### src/rtl/rgb_to_yuv_encoder_pkg.sv
// Shared definitions for the RGB-to-YUV encoder.
// Holds the encoder state type, BT.601 fixed-point coefficients, the SRAM base
// addresses shared with the decompressor, and small arithmetic helpers.
package rgb_to_yuv_encoder_pkg;

  typedef enum logic [2:0] {
    S_IDLE,
    S_READ,
    S_DRAIN,
    S_CONV,
    S_WRITE,
    S_DONE
  } enc_state_t;

  // BT.601 coefficients, scaled by 256
  localparam int signed COEF_Y_R = 66;
  localparam int signed COEF_Y_G = 129;
  localparam int signed COEF_Y_B = 25;
  localparam int signed COEF_U_R = -38;
  localparam int signed COEF_U_G = -74;
  localparam int signed COEF_U_B = 112;
  localparam int signed COEF_V_R = 112;
  localparam int signed COEF_V_G = -94;
  localparam int signed COEF_V_B = -18;

  // SRAM memory map, shared with the decompressor
  localparam logic [17:0] RGB_BASE_ADDR = 18'd146944;
  localparam logic [17:0] Y_BASE_ADDR   = 18'd0;
  localparam logic [17:0] U_BASE_ADDR   = 18'd38400;
  localparam logic [17:0] V_BASE_ADDR   = 18'd57600;
  localparam int unsigned FRAME_GROUPS  = 19200;

  // Saturate a signed result into an unsigned byte
  function automatic logic [7:0] clip_u8(input logic signed [31:0] x);
    if (x < 32'sd0) begin
      return 8'd0;
    end else if (x > 32'sd255) begin
      return 8'd255;
    end else begin
      return x[7:0];
    end
  endfunction

  // Rounded average of two bytes; 9-bit sum cannot overflow
  function automatic logic [7:0] avg2(input logic [7:0] a, input logic [7:0] b);
    logic [8:0] s;
    s = {1'b0, a} + {1'b0, b} + 9'd1;
    return 8'(s >> 1);
  endfunction

endpackage

### src/rtl/rgb2yuv_pixel.sv
// Combinational single-pixel RGB to YUV converter (BT.601 fixed point).
// Ports:
//   rgb_i  {R, G, B}, 8-bit unsigned each
//   yuv_o  {Y, U, V}, each clipped to [0,255]
module rgb2yuv_pixel
  import rgb_to_yuv_encoder_pkg::*;
(
  input  logic [23:0] rgb_i,
  output logic [23:0] yuv_o
);

  logic signed [31:0] r, g, b;
  logic signed [31:0] y_acc, u_acc, v_acc;

  always_comb begin
    r = {24'd0, rgb_i[23:16]};
    g = {24'd0, rgb_i[15:8]};
    b = {24'd0, rgb_i[7:0]};
    y_acc = ((COEF_Y_R * r + COEF_Y_G * g + COEF_Y_B * b + 32'sd128) >>> 8) + 32'sd16;
    u_acc = ((COEF_U_R * r + COEF_U_G * g + COEF_U_B * b + 32'sd128) >>> 8) + 32'sd128;
    v_acc = ((COEF_V_R * r + COEF_V_G * g + COEF_V_B * b + 32'sd128) >>> 8) + 32'sd128;
    yuv_o = {clip_u8(y_acc), clip_u8(u_acc), clip_u8(v_acc)};
  end

endmodule

### src/rtl/rgb_to_yuv_encoder.sv
// RGB-to-YUV encoder on the shared SRAM port.
// Reads interleaved RGB groups of four pixels, converts them to YUV, halves
// U/V horizontally and writes packed Y, U and V planes back to SRAM.
// Ports:
//   Clock            system clock, rising edge
//   Reset            synchronous active-high reset
//   Enable           start request, sampled only in S_IDLE
//   SRAM_address     word address (registered)
//   SRAM_read_data   read data, valid two cycles after its address
//   SRAM_write_data  write data (registered)
//   SRAM_we_n        active-low write enable (registered)
//   Done             one-cycle pulse after the final write of a frame
module rgb_to_yuv_encoder
  import rgb_to_yuv_encoder_pkg::*;
#(
  parameter logic [17:0] RGB_BASE   = RGB_BASE_ADDR,
  parameter logic [17:0] Y_BASE     = Y_BASE_ADDR,
  parameter logic [17:0] U_BASE     = U_BASE_ADDR,
  parameter logic [17:0] V_BASE     = V_BASE_ADDR,
  parameter int unsigned NUM_GROUPS = FRAME_GROUPS
) (
  input  logic        Clock,
  input  logic        Reset,
  input  logic        Enable,
  output logic [17:0] SRAM_address,
  input  logic [15:0] SRAM_read_data,
  output logic [15:0] SRAM_write_data,
  output logic        SRAM_we_n,
  output logic        Done
);

  enc_state_t       state_q, state_d;
  logic [2:0]       step_q, step_d;
  logic [17:0]      g_q, g_d;
  logic [5:0][15:0] word_q, word_d;
  logic [3:0][7:0]  y_q, y_d, u_q, u_d, v_q, v_d;
  logic [17:0]      address_q, address_d;
  logic [15:0]      wdata_q, wdata_d;
  logic             we_n_q, we_n_d;
  logic             done_q, done_d;

  logic [23:0]      pix_rgb, pix_yuv;
  logic [17:0]      rgb_grp;

  rgb2yuv_pixel u_pixel (
    .rgb_i (pix_rgb),
    .yuv_o (pix_yuv)
  );

  // Pixel p of the captured group; pairs share the middle word {B_even, R_odd}
  always_comb begin
    pix_rgb = '0;
    unique case (step_q[1:0])
      2'd0: pix_rgb = {word_q[0], word_q[1][15:8]};
      2'd1: pix_rgb = {word_q[1][7:0], word_q[2]};
      2'd2: pix_rgb = {word_q[3], word_q[4][15:8]};
      2'd3: pix_rgb = {word_q[4][7:0], word_q[5]};
      default: pix_rgb = '0;
    endcase
  end

  always_comb begin
    state_d   = state_q;
    step_d    = step_q;
    g_d       = g_q;
    word_d    = word_q;
    y_d       = y_q;
    u_d       = u_q;
    v_d       = v_q;
    address_d = address_q;
    wdata_d   = wdata_q;
    we_n_d    = 1'b1;
    done_d    = 1'b0;
    rgb_grp   = RGB_BASE + g_q * 18'd6;

    unique case (state_q)
      S_IDLE: begin
        if (Enable) begin
          state_d   = S_READ;
          step_d    = 3'd0;
          address_d = rgb_grp;
        end
      end
      S_READ: begin
        // Two-cycle read latency: word r-2 arrives while address r is out
        if (step_q >= 3'd2) begin
          word_d[3'(step_q - 3'd2)] = SRAM_read_data;
        end
        if (step_q == 3'd5) begin
          state_d = S_DRAIN;
          step_d  = 3'd0;
        end else begin
          step_d    = step_q + 3'd1;
          address_d = rgb_grp + 18'(step_q + 3'd1);
        end
      end
      S_DRAIN: begin
        if (step_q[0]) begin
          word_d[5] = SRAM_read_data;
          state_d   = S_CONV;
          step_d    = 3'd0;
        end else begin
          word_d[4] = SRAM_read_data;
          step_d    = 3'd1;
        end
      end
      S_CONV: begin
        y_d[step_q[1:0]] = pix_yuv[23:16];
        u_d[step_q[1:0]] = pix_yuv[15:8];
        v_d[step_q[1:0]] = pix_yuv[7:0];
        if (step_q == 3'd3) begin
          state_d   = S_WRITE;
          step_d    = 3'd0;
          we_n_d    = 1'b0;
          address_d = Y_BASE + g_q * 18'd2;
          wdata_d   = {y_q[0], y_q[1]};
        end else begin
          step_d = step_q + 3'd1;
        end
      end
      S_WRITE: begin
        if (step_q == 3'd3) begin
          if (g_q == 18'(NUM_GROUPS - 1)) begin
            state_d = S_DONE;
            done_d  = 1'b1;
          end else begin
            g_d       = g_q + 18'd1;
            state_d   = S_READ;
            step_d    = 3'd0;
            address_d = rgb_grp + 18'd6;
          end
        end else begin
          step_d = step_q + 3'd1;
          we_n_d = 1'b0;
          unique case (step_q)
            3'd0: begin
              address_d = Y_BASE + g_q * 18'd2 + 18'd1;
              wdata_d   = {y_q[2], y_q[3]};
            end
            3'd1: begin
              address_d = U_BASE + g_q;
              wdata_d   = {avg2(u_q[0], u_q[1]), avg2(u_q[2], u_q[3])};
            end
            default: begin
              address_d = V_BASE + g_q;
              wdata_d   = {avg2(v_q[0], v_q[1]), avg2(v_q[2], v_q[3])};
            end
          endcase
        end
      end
      S_DONE: begin
        g_d     = '0;
        state_d = S_IDLE;
      end
      default: state_d = S_IDLE;
    endcase
  end

  always_ff @(posedge Clock) begin
    if (Reset) begin
      state_q   <= S_IDLE;
      step_q    <= '0;
      g_q       <= '0;
      word_q    <= '0;
      y_q       <= '0;
      u_q       <= '0;
      v_q       <= '0;
      address_q <= '0;
      wdata_q   <= '0;
      we_n_q    <= 1'b1;
      done_q    <= 1'b0;
    end else begin
      state_q   <= state_d;
      step_q    <= step_d;
      g_q       <= g_d;
      word_q    <= word_d;
      y_q       <= y_d;
      u_q       <= u_d;
      v_q       <= v_d;
      address_q <= address_d;
      wdata_q   <= wdata_d;
      we_n_q    <= we_n_d;
      done_q    <= done_d;
    end
  end

  assign SRAM_address    = address_q;
  assign SRAM_write_data = wdata_q;
  assign SRAM_we_n       = we_n_q;
  assign Done            = done_q;

endmodule
### config.mk
export PLATFORM = sky130hd
export DESIGN_NAME = rgb_to_yuv_encoder
export DESIGN_NICKNAME = d
export VERILOG_FILES = /design/src/rtl/rgb_to_yuv_encoder_pkg.sv /design/src/rtl/rgb2yuv_pixel.sv /design/src/rtl/rgb_to_yuv_encoder.sv
export SDC_FILE = /design/constraint.sdc
export NUM_CORES = 1
export LEC_CHECK = 0
export ABC_AREA = 0
export CAP_MARGIN = 20
export CORE_MARGIN = 5
export CORE_UTILIZATION = 55
export DETAILED_ROUTE_END_ITERATION = 7
export GPL_TIMING_DRIVEN = 0
export PLACE_DENSITY = 0.68
export SETUP_SLACK_MARGIN = 0.5
export SLEW_MARGIN = 20
export SYNTH_ARGS = -nofsm -noshare
export SYNTH_HDL_FRONTEND = slang
export SYNTH_SLANG_ARGS = --single-unit
export TNS_END_PERCENT = 30
### constraint.sdc
create_clock -name Clock -period 13.9 [get_ports Clock]
set_input_delay 2.78 -clock Clock [delete_from_list [all_inputs] [get_ports Clock]]
set_output_delay 2.78 -clock Clock [all_outputs]
set_load 0.05 [all_outputs]
==> results of run 1 <==
-- worst paths after layout --
check | start | to | slack, ps
setup / recovery | step_q[1] | u_q[17] | 1990
hold / removal | SRAM_write_data[13] | SRAM_write_data[13] | 450
setup reg to reg | step_q[1] | u_q[17] | 1990
hold reg to reg | SRAM_write_data[13] | SRAM_write_data[13] | 450
-- area by class of cell --
| cell class | count | area, um2 | share of cell area |
|---|---|---|---|
| multi-input cells | 2189 | 17000 | 0.664 |
| flip-flops and latches | 252 | 5040 | 0.197 |
| inverters | 263 | 987 | 0.0385 |
| clock buffers | 42 | 855 | 0.0333 |
| well taps | 539 | 674 | 0.0263 |
| repair buffers | 55 | 548 | 0.0214 |
| plain buffers | 117 | 450 | 0.0175 |
| clock inverters | 7 | 65.1 | 0.00253 |
-- logic make-up (layout without fill, tap and decap cells) --
kind of cell / Yosys count / in the layout
adders and majority gates: 467 / 467
AOI/OAI and AO/OA: 727 / 727
DFF: 252 / 252
muxes: 38 / 38
xor gates and xnor gates: 155 / 155
and+or+nand+nor: 802 / 802
buffers and inverters: 380 / 484
-- stage by stage --
step | std cells | utilization | setup slack, ps
2_1_floorplan | 2821 | - | 4910
3_3_place_gp | 3414 | 0.586 | 2450
3_5_place_dp | 3415 | 0.587 | 2190
4_1_cts | 3464 | 0.609 | 2140
5_1_grt | 3464 | 0.609 | 1160
6_report | 3464 | 0.609 | 1990
-- layer usage --
metal	GRT usage	part of all wire	wire, um
met1	0.405	0.44	31500
met2	0.490	0.46	32600
met3	0.0347	0.069	4900
met4	0.0926	0.034	2420
met5	0	0	0
-- worst min-delay path: stages, from the launching register on --
cell	delay (ps)
sky130_fd_sc_hd__dfxtp_1	310
sky130_fd_sc_hd__nand2_1	50
sky130_fd_sc_hd__a21oi_1	50
-- state kept, by name (all words and copies together) (netlist names) --
signal and count:
SRAM_address 18, SRAM_write_data 16, y_q 32, v_q 32, step_q 3, Done 1
word_q 96, SRAM_we_n 1, u_q 32, g_q 18, state_q 3
-- cell usage in the layout (no fill, tap or decap), drive strengths merged, types with 57 or more instances in the layout --
cell    synthesis  final
nand2         294    294
o21ai          89     89
xnor2          97     97
a21oi         234    234
clkbuf        103    145
ha            365    365
xor2           57     57
a211oi         79     79
nor2          236    236
fa            102    102
inv           260    260
dfxtp         252    252
==> results.md, run 1 <==
- Top-Level Pins: 55
- Max-slew headroom: 0.194
- Critical path peak fanout: 10
- Setup Skew: 10.2 ps
- Deepest clock path buffer count: 3
- Portion of the post-synthesis area used by sequential elements: 0.215
- Crit path buffers/inverters: 9
- Slew at the pin closest to its max-slew limit: 1210 ps
- Top cell family by delay on the critical path: adder cells
- Initial drt markers: 1796
- WP data arrival: 12300 ps
- Clock-pin slew of the registers on the worst-case setup and hold paths: 60 ps
- Synth Register Bits: 252
- P&R area growth vs syn: 9.32%
- Synth warnings: 0
- Total nets after synthesis: 3307
- Number of standard-cell rows in the floorplan: 75
- Final global-route overflow total: 0
- Pins Over Slew Limit: 0
- Top cells by area, synth: sky130_fd_sc_hd__dfxtp_1 21%, sky130_fd_sc_hd__ha_1 19%, sky130_fd_sc_hd__fa_1 8.7%, sky130_fd_sc_hd__a21oi_1 5.0%, sky130_fd_sc_hd__nand2_1 4.7%
- Starting density of the core: 0.557
- Mapped Area: 23500 um2
- Area share of xor/xnor cells in the synthesized design: 0.0584
- Standard cell area after detailed placement: 24700 um2
- Run status: finished, final reports clean
- Clock tree from TritonCTS: built
- Final weighted congestion of routability-driven global placement: 0.950
- Area of the core: 42100 um2
- Asr flop ratio synth: 0
- Endpoints failing hold: 0
- Number of flops mapped to enable cells by yosys: 0
- Dominant combinational cell family by area after synthesis: adder cells
- Max-cap violation count: 0
- Synthesized area divided by synthesized cell count: 8.32 um2
- Slowest library cell on the worst path: sky130_fd_sc_hd__clkbuf_1
- Iteration count of the initial detailed-routing pass: 6
- Worst endpoint required time: 14290 ps
- Antenna cells: 0
- Unrepaired setup endpoints after global routing: false
- Adder and majority gate portion of the synthesized area: 0.281
- Post-CTS Hold Buffers: 0
- Type of the most critical hold path: register to register
- Number of clock buffers inserted by TritonCTS: 29
- Number of instances in the synthesized netlist: 2821
- Final setup fails: 0
- Filler Cell Count: 3849
- Post-route cell area: 25700 um2
- Kind of critical path: register to register
- Die Y: 217 um
- Cell occurring most often along the worst timing path: sky130_fd_sc_hd__ha_1
- Count of antenna-violating nets left after detailed routing: 0
- Maximum number of pins on one net before global-route repair: 14
- Detailed-route via count: 21200
- Crit path depth: 40
- Drt wl/cell: 20.6 um
- Depth of the worst hold-timing path: 2
- Initial antenna violation count: 0
- Share of final-layout standard cells stronger than drive strength 1: 0.0403
- Post-synth top area share: 0.215
- Slowest stage delay, CP: 710 ps
- Number of post-CTS setup repair buffers: 0
- Count of input and output buffers: 54
- Resize count post-CTS: 0
- Period utilization: 0.857
- Category of the worst setup path capture point: register
- Buffer type at the clock tree root: sky130_fd_sc_hd__clkbuf_16
- Via count of the first global-routing pass: 20900
- Most common cell in the synthesized netlist: sky130_fd_sc_hd__ha_1
- Dominant synthesized flop cell: sky130_fd_sc_hd__dfxtp_1
- Time the final worst path needs with I/O delays and setup: 11910 ps
- Depth of the most critical reg-to-reg path: 40
- H-Tree Level Count: 1
- Routed via count divided by cell count: 6.11
- Die width: 217 um
- Placed wire-length estimate after detailed placement: 56600 um
- Synth Area in Compound Gates: 0.209
- Sum Neg Setup Slack: 0 ps
- Top cell types by occurrence after synthesis: 365 x sky130_fd_sc_hd__ha_1, 294 x sky130_fd_sc_hd__nand2_1, 260 x sky130_fd_sc_hd__inv_1
- Basic-gate share of the synthesized area counting and, or, nand and nor cells: 0.157
- Clk_lat worst skew: 560 ps
- Largest area contributor in the synthesized netlist: sky130_fd_sc_hd__dfxtp_1
- Floorplan die area: 46900 um2
- WHS: 451 ps
- Unique cell type count in the Yosys netlist: 86
- Multiplexer area fraction after synthesis: 0.0173
- Number of clock sinks seen by CTS: 252
- Global router's overall resource usage: 0.295
- Global-route wire length before repair: 112000 um
- Post-layout net count: 3393
- Maximum clock frequency: 0.0840 GHz
- Category of the worst setup path launch point: register
- Wire length reported by the detailed router: 71400 um
- Drt drc: 0
Power of run 1 is not shown: default switching activity piles up to over one toggle a cycle in this logic, so the estimate is an artifact.
==> inputs of run 2 (changes only) <==
--- a/config.mk
+++ b/config.mk
@@ -12,9 +12,10 @@
 export DETAILED_ROUTE_END_ITERATION = 7
 export GPL_TIMING_DRIVEN = 0
 export PLACE_DENSITY = 0.68
+export RECOVER_POWER = 50
 export SETUP_SLACK_MARGIN = 0.5
 export SLEW_MARGIN = 20
 export SYNTH_ARGS = -nofsm -noshare
 export SYNTH_HDL_FRONTEND = slang
 export SYNTH_SLANG_ARGS = --single-unit
-export TNS_END_PERCENT = 30
+export TNS_END_PERCENT = 10
==> results.md, run 2 (synthesized netlist as in run 1, its figures left out) <==
- Count of antenna-violating nets left after detailed routing: 0 (unchanged)
- Leading cell type in the layout, fill and taps excluded: sky130_fd_sc_hd__ha_1
- Die width: 217 um (unchanged)
- Global router's overall resource usage: 0.295 (unchanged)
- Top cell family by delay on the critical path: adder cells
- Number of clock buffers inserted by TritonCTS: 29 (unchanged)
- Post-layout net count: 3393 (unchanged)
- Drt wl/cell: 20.6 um (about the same)
- Routed via count divided by cell count: 6.08 (-0.48%)
- Sum Neg Setup Slack: 0 ps (unchanged)
- Number of post-CTS setup repair buffers: 0 (unchanged)
- Final weighted congestion of routability-driven global placement: 0.950 (unchanged)
- Category of the worst setup path launch point: register
- Clock-pin slew of the registers on the worst-case setup and hold paths: 60 ps (about the same)
- Slew at the pin closest to its max-slew limit: 1200 ps (-5.46 ps)
- Multi-input gate area: 17000 um2 (about the same)
- Global-route wire length before repair: 112000 um (unchanged)
- Type of the most critical hold path: register to register
- P&R area growth vs syn: 9.28% (about the same)
- Max-cap violation count: 0 (unchanged)
- Deepest clock path buffer count: 3 (unchanged)
- Initial antenna violation count: 0 (unchanged)
- Setup Slack @ Placement: 2190 ps (unchanged)
- Die Y: 217 um (unchanged)
- Maximum number of pins on one net before global-route repair: 14 (unchanged)
- Crit path buffers/inverters: 9 (unchanged)
- Category of the worst setup path capture point: register
- Depth of the most critical reg-to-reg path: 40 (unchanged)
- Drt drc: 0 (unchanged)
- Iteration count of the initial detailed-routing pass: 5 (-1)
- Run status: finished, final reports clean
- Crit path depth: 40 (unchanged)
- Worst Slack Setup Final: 2000 ps (+10.7 ps)
- Clk_lat worst skew: 560 ps (about the same)
- Register ranked first by flip-flop count: word_q
- Period utilization: 0.856 (about the same)
- Time the final worst path needs with I/O delays and setup: 11900 ps (-10.7 ps)
- Number of standard-cell rows in the floorplan: 75 (unchanged)
- Floorplan die area: 46900 um2 (unchanged)
- Wire length reported by the detailed router: 71400 um (about the same)
- Antenna cells: 0 (unchanged)
- Setup Skew: 14.0 ps (+3.80 ps)
- Filler Cell Count: 3851 (+0.052%)
- Endpoints failing hold: 0 (unchanged)
- Number of flip-flops under the largest register name: 96 (unchanged)
- Final global-route overflow total: 0 (unchanged)
- Cell occurring most often along the worst timing path: sky130_fd_sc_hd__ha_1
- Kind of critical path: register to register
- Number of clock sinks seen by CTS: 252 (unchanged)
- Share of final-layout standard cells stronger than drive strength 1: 0.0393 (-0.00103)
- Resize count post-CTS: 0 (unchanged)
- Buffer type at the clock tree root: sky130_fd_sc_hd__clkbuf_16
- Placed wire-length estimate after detailed placement: 56600 um (unchanged)
- Critical path peak fanout: 10 (unchanged)
- Unrepaired setup endpoints after global routing: false
- Final setup fails: 0 (unchanged)
- Detailed-route via count: 21100 (-0.48%)
- Starting density of the core: 0.557 (unchanged)
- Depth of the worst hold-timing path: 2 (unchanged)
- Highest-count cells in the layout ignoring fill and taps: 365 x sky130_fd_sc_hd__ha_1, 294 x sky130_fd_sc_hd__nand2_1, 260 x sky130_fd_sc_hd__inv_1, 252 x sky130_fd_sc_hd__dfxtp_1, 236 x sky130_fd_sc_hd__nor2_1
- Layout Utilization: 0.609 (about the same)
- WHS: 447 ps (-3.22 ps)
- Slowest library cell on the worst path: sky130_fd_sc_hd__clkbuf_1
- Worst endpoint required time: 14290 ps (about the same)
- Via count of the first global-routing pass: 20900 (unchanged)
- WP data arrival: 12280 ps (-20 ps)
- Clock tree from TritonCTS: built
- Pins Over Slew Limit: 0 (unchanged)
- H-Tree Level Count: 1 (unchanged)
- Slowest stage delay, CP: 700 ps (about the same)
- Count of input and output buffers: 54 (unchanged)
- Post-CTS Hold Buffers: 0 (unchanged)
- Top-Level Pins: 55 (unchanged)
- Seq. cell area: 5040 um2 (unchanged)
- Max-slew headroom: 0.198 (+0.00364)
- Initial drt markers: 1759 (-2.1%)
- Maximum clock frequency: 0.0841 GHz (about the same)
- Area of the core: 42100 um2 (unchanged)
-- run 2: cell types whose count changed in the layout (fill, tap and decap cells not counted), sizes merged --
| cell | delta |
|---|---|
| buf | -1 |
| clkdlybuf4s50 | -38 |
| clkbuf | +1 |
| dlygate4sd3 | +38 |
-- run 2: final timing paths --
check	startpoint	end	slack, ps
setup / recovery	step_q[1]	u_q[17]	2000
hold / removal	SRAM_write_data[13]	SRAM_write_data[13]	450
setup reg to reg	step_q[1]	u_q[17]	2000
hold reg to reg	SRAM_write_data[13]	SRAM_write_data[13]	450
-- run 2: cell type report --
type                       instances  share of cell area
buffer                           117              0.0176
clock buffer                      42              0.0333
clock inverter                     7             0.00254
inverter                         263              0.0385
multi-input combinational       2189               0.664
sequential                       252               0.197
tap                              539              0.0263
timing repair buffer              55              0.0212
-- run 2: metal layers --
layer	GRT usage	up-vias	routed length, um
li1	-	10100	-
met1	0.405	10100	31600
met2	0.490	730	32600
met3	0.0347	142	4710
met4	0.0926	0	2410
met5	0	-	0
-- run 2: worst min-delay path: stages (launching register included) --
cell,delay (ps)
sky130_fd_sc_hd__dfxtp_1,300
sky130_fd_sc_hd__nand2_1,50
sky130_fd_sc_hd__a21oi_1,50
-- run 2: metrics by stage --
step,cells,area (um2)
final,3464,25700
after global placement,3414,24700
after floorplan,2821,23500
after global routing,3464,25700
after CTS,3464,25700
after detailed placement,3415,24700
Power of run 2 is left out for the same reason.
==> inputs of run 3 (changes only) <==
--- a/config.mk
+++ b/config.mk
@@ -7,7 +7,7 @@
 export LEC_CHECK = 0
 export ABC_AREA = 0
 export CAP_MARGIN = 20
-export CORE_MARGIN = 5
+export CORE_MARGIN = 10
 export CORE_UTILIZATION = 55
 export DETAILED_ROUTE_END_ITERATION = 7
 export GPL_TIMING_DRIVEN = 0
==> results.md, run 3 (synthesized netlist as in run 1, its figures left out) <==
- Initial antenna violation count: 0 (unchanged)
- Unrepaired setup endpoints after global routing: false
- Drt drc: 0 (unchanged)
- Die width: 227 um (+4.6%)
- Number of flip-flops under the largest register name: 96 (unchanged)
- Die Y: 227 um (+4.6%)
- Period utilization: 0.842 (-0.0140)
- Final weighted congestion of routability-driven global placement: 0.963 (+1.3%)
- Slew at the pin closest to its max-slew limit: 1220 ps (+16.1 ps)
- Highest-count cells in the layout ignoring fill and taps: 365 x sky130_fd_sc_hd__ha_1, 294 x sky130_fd_sc_hd__nand2_1, 260 x sky130_fd_sc_hd__inv_1, 252 x sky130_fd_sc_hd__dfxtp_1, 236 x sky130_fd_sc_hd__nor2_1
- Worst Slack Setup Final: 2200 ps (+194 ps)
- Count of non-filler cells in the finished layout: 3471 (+0.20%)
- Time the final worst path needs with I/O delays and setup: 11700 ps (-194 ps)
- Post-CTS Hold Buffers: 0 (unchanged)
- Kind of critical path: register to register
- Endpoints failing hold: 0 (unchanged)
- Slowest library cell on the worst path: sky130_fd_sc_hd__clkbuf_1
- Via count of the first global-routing pass: 20300 (-2.5%)
- Setup Skew: 32.2 ps (+18.2 ps)
- Top-Level Pins: 55 (unchanged)
- Post-route cell area: 25800 um2 (+0.44%)
- Floorplan die area: 51400 um2 (+9.4%)
- Clk_lat worst skew: 580 ps (+20 ps)
- Final setup fails: 0 (unchanged)
- Leading cell type in the layout, fill and taps excluded: sky130_fd_sc_hd__ha_1
- Sum Neg Setup Slack: 0 ps (unchanged)
- Placed cell count: 3415 (unchanged)
- Global router's overall resource usage: 0.271 (-0.0241)
- Worst endpoint required time: 14290 ps (about the same)
- Top cell family by delay on the critical path: adder cells
- Area of the core: 42000 um2 (-0.22%)
- Category of the worst setup path capture point: register
- H-Tree Level Count: 1 (unchanged)
- Max-cap violation count: 0 (unchanged)
- Clock-pin slew of the registers on the worst-case setup and hold paths: 60 ps (about the same)
- Buffer type at the clock tree root: sky130_fd_sc_hd__clkbuf_16
- Category of the worst setup path launch point: register
- Routed via count divided by cell count: 6.07 (-0.13%)
- Count of input and output buffers: 54 (unchanged)
- Critical path peak fanout: 10 (unchanged)
- Register ranked first by flip-flop count: word_q
- Clock tree from TritonCTS: built
- Type of the most critical hold path: register to register
- Pins Over Slew Limit: 0 (unchanged)
- Crit path buffers/inverters: 9 (unchanged)
- Slowest stage delay, CP: 700 ps (about the same)
- Global-route wire length before repair: 111000 um (-1.2%)
- Run status: finished, final reports clean
- Number of clock sinks seen by CTS: 252 (unchanged)
- Max-slew headroom: 0.181 (-0.0170)
- Share of final-layout standard cells stronger than drive strength 1: 0.0437 (+0.00435)
- Wire length reported by the detailed router: 70600 um (-1.1%)
- Resize count post-CTS: 0 (unchanged)
- Cell occurring most often along the worst timing path: sky130_fd_sc_hd__ha_1
- Number of post-CTS setup repair buffers: 0 (unchanged)
- Setup Slack @ Placement: 2500 ps (+307 ps)
- Count of antenna-violating nets left after detailed routing: 0 (unchanged)
- Post-layout net count: 3394 (+0.029%)
- Initial drt markers: 1828 (+3.9%)
- Number of standard-cell rows in the floorplan: 75 (unchanged)
- Standard cell area after detailed placement: 24700 um2 (about the same)
- Number of clock buffers inserted by TritonCTS: 29 (unchanged)
- Drt wl/cell: 20.3 um (-1.3%)
- Maximum number of pins on one net before global-route repair: 15 (+1)
- WP data arrival: 12090 ps (-190 ps)
- Iteration count of the initial detailed-routing pass: 6 (+1)
- Starting density of the core: 0.559 (+0.00124)
- Final global-route overflow total: 0 (unchanged)
- Deepest clock path buffer count: 3 (unchanged)
- Filler Cell Count: 3792 (-1.5%)
- P&R area growth vs syn: 9.76%
- Detailed-route via count: 21100 (+0.071%)
- Placed wire-length estimate after detailed placement: 56300 um (-0.52%)
- Maximum clock frequency: 0.0855 GHz (+1.7%)
## run 3: cell count changes in the layout (fill, tap and decap cells not counted), sizes merged
cell	previous run	this run
diode	0	1
clkbuf	146	144
buf	14	16
clkinvlp	2	0
clkinv	7	13
bufinv	1	2
inv	260	261
## run 3: routing by layer
layer | global-route usage | wire [um]
met5 | 0 | 0
met4 | 0.105 | 2660
met3 | 0.0351 | 4950
met2 | 0.442 | 31900
met1 | 0.359 | 31100
## run 3: stage by stage
step                utilization  hold WS (ps)
floorplan                     -           431
global placement          0.587           438
detailed placement        0.588           445
CTS                       0.612           454
global route              0.613           462
finish                    0.613           449
## run 3: cell type report
cell class | count | area (um2) | share of cell area
tap | 539 | 674 | 0.0262
clock buffer | 41 | 861 | 0.0334
inverter | 263 | 987 | 0.0383
sequential | 252 | 5040 | 0.196
antenna | 1 | 2.50 | 0.0000971
buffer | 117 | 450 | 0.0175
clock inverter | 13 | 138 | 0.00534
multi-input combinational | 2189 | 17100 | 0.662
timing repair buffer | 56 | 553 | 0.0215
## run 3: tightest hold or removal path: stages, from the launching register on
cell and delay [ps]:
sky130_fd_sc_hd__dfxtp_1 310, sky130_fd_sc_hd__nand2_1 50, sky130_fd_sc_hd__a21oi_1 50
## run 3: final timing paths
check                                start  cells past startpoint         end  slack, ps
worst max register to register   step_q[1]                     40      u_q[9]       2200
worst min-delay path            word_q[75]                      2  word_q[75]        450
worst max-delay path             step_q[1]                     40      u_q[9]       2200
worst min register to register  word_q[75]                      2  word_q[75]        450
Power of run 3 is left out for the same reason.
